<file path="config.mk">
export PLATFORM = sky130hd
export DESIGN_NAME = rv_wb_arbiter
export DESIGN_NICKNAME = d
export VERILOG_FILES = /design/src/rtl/rv_wb_arbiter.sv
export SDC_FILE = /design/constraint.sdc
export NUM_CORES = 1
export LEC_CHECK = 0
export CAP_MARGIN = 20
export CORE_MARGIN = 5
export CORE_UTILIZATION = 30
export DETAILED_ROUTE_END_ITERATION = 8
export SYNTH_ARGS = -nofsm -noshare
export SYNTH_HDL_FRONTEND = slang
export SYNTH_SLANG_ARGS = --single-unit
</file>
<file path="constraint.sdc">
create_clock -name clk_i -period 3.2 [get_ports clk_i]
set_input_delay 0.8 -clock clk_i [delete_from_list [all_inputs] [get_ports clk_i]]
set_output_delay 0.8 -clock clk_i [all_outputs]
set_load 0.01 [all_outputs]
</file>
<file path="src/rtl/rv_wb_arbiter.sv">
// Writeback arbiter: one-entry buffer per execution unit, round-robin grant,
// registered write to the unified register file. Optional RV_WB_NANBOX_EN NaN-boxes f-bank writes.
module rv_wb_arbiter #(
    parameter int NUM_SRC = 4,
    parameter int XLEN    = 64,
    parameter int FLEN    = 32,
    localparam int MaxLen = (XLEN > FLEN) ? XLEN : FLEN
) (
    input  logic                            clk_i,
    input  logic                            srst_i,
    input  logic [NUM_SRC-1:0]              src_valid_i,
    output logic [NUM_SRC-1:0]              src_ready_o,
    input  logic [NUM_SRC-1:0][5:0]         src_addr_i,
    input  logic [NUM_SRC-1:0][MaxLen-1:0]  src_data_i,
    output logic                            wr_en_o,
    output logic [5:0]                      wr_addr_o,
    output logic [MaxLen-1:0]               wr_data_o,
    output logic                            busy_o
);

    localparam int IdxW = $clog2(NUM_SRC);

    logic [NUM_SRC-1:0]             buf_valid_q, buf_valid_d;
    logic [NUM_SRC-1:0][5:0]        buf_addr_q, buf_addr_d;
    logic [NUM_SRC-1:0][MaxLen-1:0] buf_data_q, buf_data_d;
    logic [IdxW-1:0]                ptr_q, ptr_d;
    logic                           wr_en_q, wr_en_d;
    logic [5:0]                     wr_addr_q, wr_addr_d;
    logic [MaxLen-1:0]              wr_data_q, wr_data_d;

    logic [NUM_SRC-1:0] grant;
    logic               gnt_found;
    logic [IdxW-1:0]    gnt_idx;
    logic [5:0]         gnt_addr;
    logic [MaxLen-1:0]  gnt_data;

    // First valid buffer at or above the pointer, wrapping to 0.
    always_comb begin
        grant     = '0;
        gnt_found = 1'b0;
        gnt_idx   = '0;
        for (int k = 0; k < NUM_SRC; k++) begin
            if (!gnt_found && buf_valid_q[(int'(ptr_q) + k) % NUM_SRC]) begin
                gnt_found = 1'b1;
                gnt_idx   = IdxW'((int'(ptr_q) + k) % NUM_SRC);
            end
        end
        grant[gnt_idx] = gnt_found;
    end

    always_comb begin
        gnt_addr = buf_addr_q[gnt_idx];
        gnt_data = buf_data_q[gnt_idx];
`ifdef RV_WB_NANBOX_EN
        if (gnt_addr[5]) begin
            for (int b = FLEN; b < MaxLen; b++) begin
                gnt_data[b] = 1'b1;
            end
        end
`endif
    end

    // A granted entry drains this edge, so it can be refilled at the same edge.
    assign src_ready_o = {NUM_SRC{~srst_i}} & (~buf_valid_q | grant);

    always_comb begin
        buf_valid_d = buf_valid_q & ~grant;
        buf_addr_d  = buf_addr_q;
        buf_data_d  = buf_data_q;
        for (int i = 0; i < NUM_SRC; i++) begin
            if (src_valid_i[i] && src_ready_o[i]) begin
                buf_valid_d[i] = 1'b1;
                buf_addr_d[i]  = src_addr_i[i];
                buf_data_d[i]  = src_data_i[i];
            end
        end
    end

    // x0 results are consumed without a write; address/data hold their last value.
    always_comb begin
        ptr_d     = ptr_q;
        wr_en_d   = 1'b0;
        wr_addr_d = wr_addr_q;
        wr_data_d = wr_data_q;
        if (gnt_found) begin
            ptr_d = IdxW'((int'(gnt_idx) + 1) % NUM_SRC);
            if (gnt_addr != 6'd0) begin
                wr_en_d   = 1'b1;
                wr_addr_d = gnt_addr;
                wr_data_d = gnt_data;
            end
        end
    end

    always_ff @(posedge clk_i) begin
        if (srst_i) begin
            buf_valid_q <= '0;
            buf_addr_q  <= '0;
            buf_data_q  <= '0;
            ptr_q       <= '0;
            wr_en_q     <= 1'b0;
            wr_addr_q   <= '0;
            wr_data_q   <= '0;
        end else begin
            buf_valid_q <= buf_valid_d;
            buf_addr_q  <= buf_addr_d;
            buf_data_q  <= buf_data_d;
            ptr_q       <= ptr_d;
            wr_en_q     <= wr_en_d;
            wr_addr_q   <= wr_addr_d;
            wr_data_q   <= wr_data_d;
        end
    end

    assign wr_en_o   = wr_en_q;
    assign wr_addr_o = wr_addr_q;
    assign wr_data_o = wr_data_q;
    assign busy_o    = (|buf_valid_q) | wr_en_q;

endmodule

</file>
==> impl_metrics.csv <==
group,metric,value,unit
timing,slew_headroom,22.50,%
floorplanning,rows,83,
cts,path_clk_slew,60,ps
timing,clock.fmax,324.7,MHz
yosys,synth_top_area_share,45.56,%
cts,h-tree-depth,2,
route,drc,0,
timing,slew_violations,0,
cts,cts_root_buffer,"clkbuf_16",
critical_path,r2r_slack,520,ps
critical_path,cp_top_family,"simple AND/OR/NAND/NOR gates",
floorplanning,core_area,51510,sq um
yosys,synthCells,1690,
final_layout,syn2layout_area_growth,35.91,%
route,wl,52850,microns
critical_path,cp.required,2400,ps
place,io_buffer_count,361,
critical_path,r2r_end,"wr_data_o[29]$_SDFFE_PP0P_",
final_layout,post_route_cells_drive_above_1_share,15.11,%
critical_path,critPathMaxStageDelay,550,ps
yosys,netlist_top_cells_area,"dfxtp_1, mux2_2, nand2_1",
yosys,ys_ff_latch,357,
status,status,"completed",
min_path,min_delay_path_depth,2,
min_path,holdPathEnd,"buf_data_q[235]$_SDFFE_PP0P_",
timing,period_share,96.24,%
critical_path,cp_max_fo,4,
cts,cts_hold_buf,0,
critical_path,rr_startpoint,"buf_valid_q[0]$_SDFF_PP0_",
route,num_vias,13330,
final_layout,n_fill_cell,5065,
timing,finalSetupTns,0,ps
yosys,synth_most_common_cell,"dfxtp_1",
critical_path,crit_path_top_delay_cell,"or4_4",
place,dpl.hpwl,34380,microns
place,placed_cell_area,19960,sq um
cts,cts_sinks,357,
critical_path,worstRegToRegCells,8,
yosys,yosys.area.top_type,"dfxtp_1",
final_layout,seq_area,7152,sq um
pwr,power_leakage,8.509,nW
min_path,hold_class,"reg -> reg",
critical_path,worstPathArrival,2280,ps
floorplanning,dieArea,56970,sq um
min_path,hold_start,"buf_data_q[235]$_SDFFE_PP0P_",
critical_path,cp_cell_sequence,"nor2b_4 > or4_4 > nand2_4 > nand2_1 > a21oi_1 > buf_4 > dlygate4sd2_1",
grt,first_global_vias,13890,
critical_path,crit_type,"reg -> out",
yosys,avgSynthCellArea,9.283,sq um
floorplanning,die_y,238.7,microns
floorplanning,initial_core_util,30.46,%
yosys,synth_nets,1976,
final_layout,multi_input_area,7505,sq um
timing,fin_crit,3080,ps
yosys,ys.flop_type,"dfxtp_1",
route,ant_nets,0,
pwr,power.density,587.1,nW/um^2
floorplanning,die_w,238.7,microns
grt,grt_pass1_wl,81280,microns
critical_path,worstSetupStartpointType,"register",
timing,grt_setup_unrepaired,"false",
yosys,ys_seq_area_share,45.56,%
yosys,synth.distinct_cells,50,
cts,clk_latency,550,ps
cts,clk_path_buf_depth,3,
yosys,yosysWarnings,0,
flow_run,max-cap-violations,0,
timing,hold_viol,0,
final_layout,nets,2276,
grt,globalRouteOverflowTotal,0,
route,drtIter0Drc,1063,
route,viasPerCell,4.937,
final_layout,stdcell_area,21320,sq um
grt,grt_max_degree,212,
critical_path,worstSetupEndpointType,"primary output",
route,wl_per_cell,19.58,microns
critical_path,path_buf_inv,2,
timing,setup_violations,0,
pwr,ir_drop,0.3086,mV
yosys,synth_common_cells,"dfxtp_1, nand2_1, nor2b_1, nand3b_1, inv_1",
cts,cts_made_buffers,42,
timing,worst_slew_pin_slew,1162,ps
place,globalplace.congestion,0.8266,
cts,cts_tree,"yes",
yosys,syn-cell-area,15690,sq um
floorplanning,io_pins,362,
grt,track_usage,17.91,%
route,first_pass_iters,7,
grt,antenna_found_initial,1,
yosys,synth_edf_count,0,
yosys,async_reset_ff_share,0,%
timing,finClkSkew,11.50,ps
## flip-flops by register name (all words and copies together) (netlist names)
signal,flops
buf_data_q,256
ptr_q,2
wr_data_o,64
buf_addr_q,24
wr_en_o,1
buf_valid_q,4
wr_addr_o,6
## cells by family after synthesis
group	share of synthesized area [%]
AND/OR/NAND/NOR	22.38
flip-flops	45.56
buffers and inverters	7.306
AO/OA/AOI/OAI	14.64
multiplexers	10.11
## worst reg2reg max path, cell delays in order (launching register included)
cell and delay (ps):
dfxtp_1 310, nor2b_4 140, nor4_2 580, nor2_4 140
mux2i_1 180, o2111a_2 340, a311o_2 470, buf_12 220
o22ai_1 230
## routing by layer
| metal | global-route usage, % | vias to the layer above | wire length [microns] |
|---|---|---|---|
| li1 | - | 6386 | - |
| met1 | 22.80 | 6414 | 22200 |
| met2 | 30.64 | 455 | 25620 |
| met3 | 3.980 | 71 | 3989 |
| met4 | 4.939 | 0 | 1044 |
| met5 | 0 | - | 0 |
## how the worst max path moves through the flow
stage	cells after the start	slack [ps]	endpoint	from
finish	7	120	src_ready_o[1]	buf_valid_q[1]$_SDFF_PP0_
global route	7	30	src_ready_o[1]	buf_valid_q[1]$_SDFF_PP0_
floorplan	4	720	src_ready_o[2]	srst_i
global placement	7	200	src_ready_o[1]	buf_valid_q[1]$_SDFF_PP0_
detailed placement	7	190	src_ready_o[1]	buf_valid_q[1]$_SDFF_PP0_
CTS	7	40	src_ready_o[1]	buf_valid_q[0]$_SDFF_PP0_
## layout make-up
class / instances / area share [%]
Timing Repair Buffer: 397 / 18.69
Clock inverter: 8 / 0.2347
Antenna cell: 1 / 0.01174
Sequential cell: 357 / 33.54
Clock buffer: 64 / 5.992
Multi-Input combinational cell: 1059 / 35.20
Inverter: 133 / 2.342
Tap cell: 680 / 3.991
## stage by stage
stage          hold WS, ps  utilization [%]  std cells  power, mW  worst slack (ps)
6_report             474.6            41.39       2699      12.52             120.3
5_1_grt              483.8            41.39       2698      13.10             30.09
4_1_cts              476.3            41.37       2697      12.70             38.74
3_5_place_dp         464.3            38.76       2624      8.010             191.7
3_3_place_gp         460.9            38.76       2624      7.967             204.1
2_1_floorplan        448.8                -       1690      6.767             717.6
## placed cells by master (no fill, tap or decap), types with 3 or more instances in the layout
cell type	n
nand3b_1	140
clkdlybuf4s50_1	356
clkbuf_8	8
o21a_1	4
mux2_2	123
a21o_1	5
nor2b_1	140
mux2_1	17
clkinvlp_4	4
nand2b_1	8
o22ai_1	6
nand2_4	4
a22oi_1	5
clkbuf_1	11
dlygate4sd2_1	4
clkinv_2	4
clkbuf_16	45
o21ai_0	74
nor2_1	15
o32ai_1	6
nand4_1	3
a222oi_1	64
dfxtp_1	355
buf_4	28
o32ai_2	54
buf_12	8
nand3_1	6
inv_1	131
a311oi_1	3
a21oi_1	15
nand2_1	334
## timing repair
item / CTS / global route
buffers inserted: 1 / 1
setup endpoints to repair: 4 / 1
resized for setup: 10 / 1
pin swaps: 1 / 1
## power breakdown
part | internal (mW) | switching (mW)
clock network | 2.74 | 1.87
registers | 4.87 | 0.226
logic | 1.29 | 1.52
No activity file was read; power rests on OpenSTA's default activity.
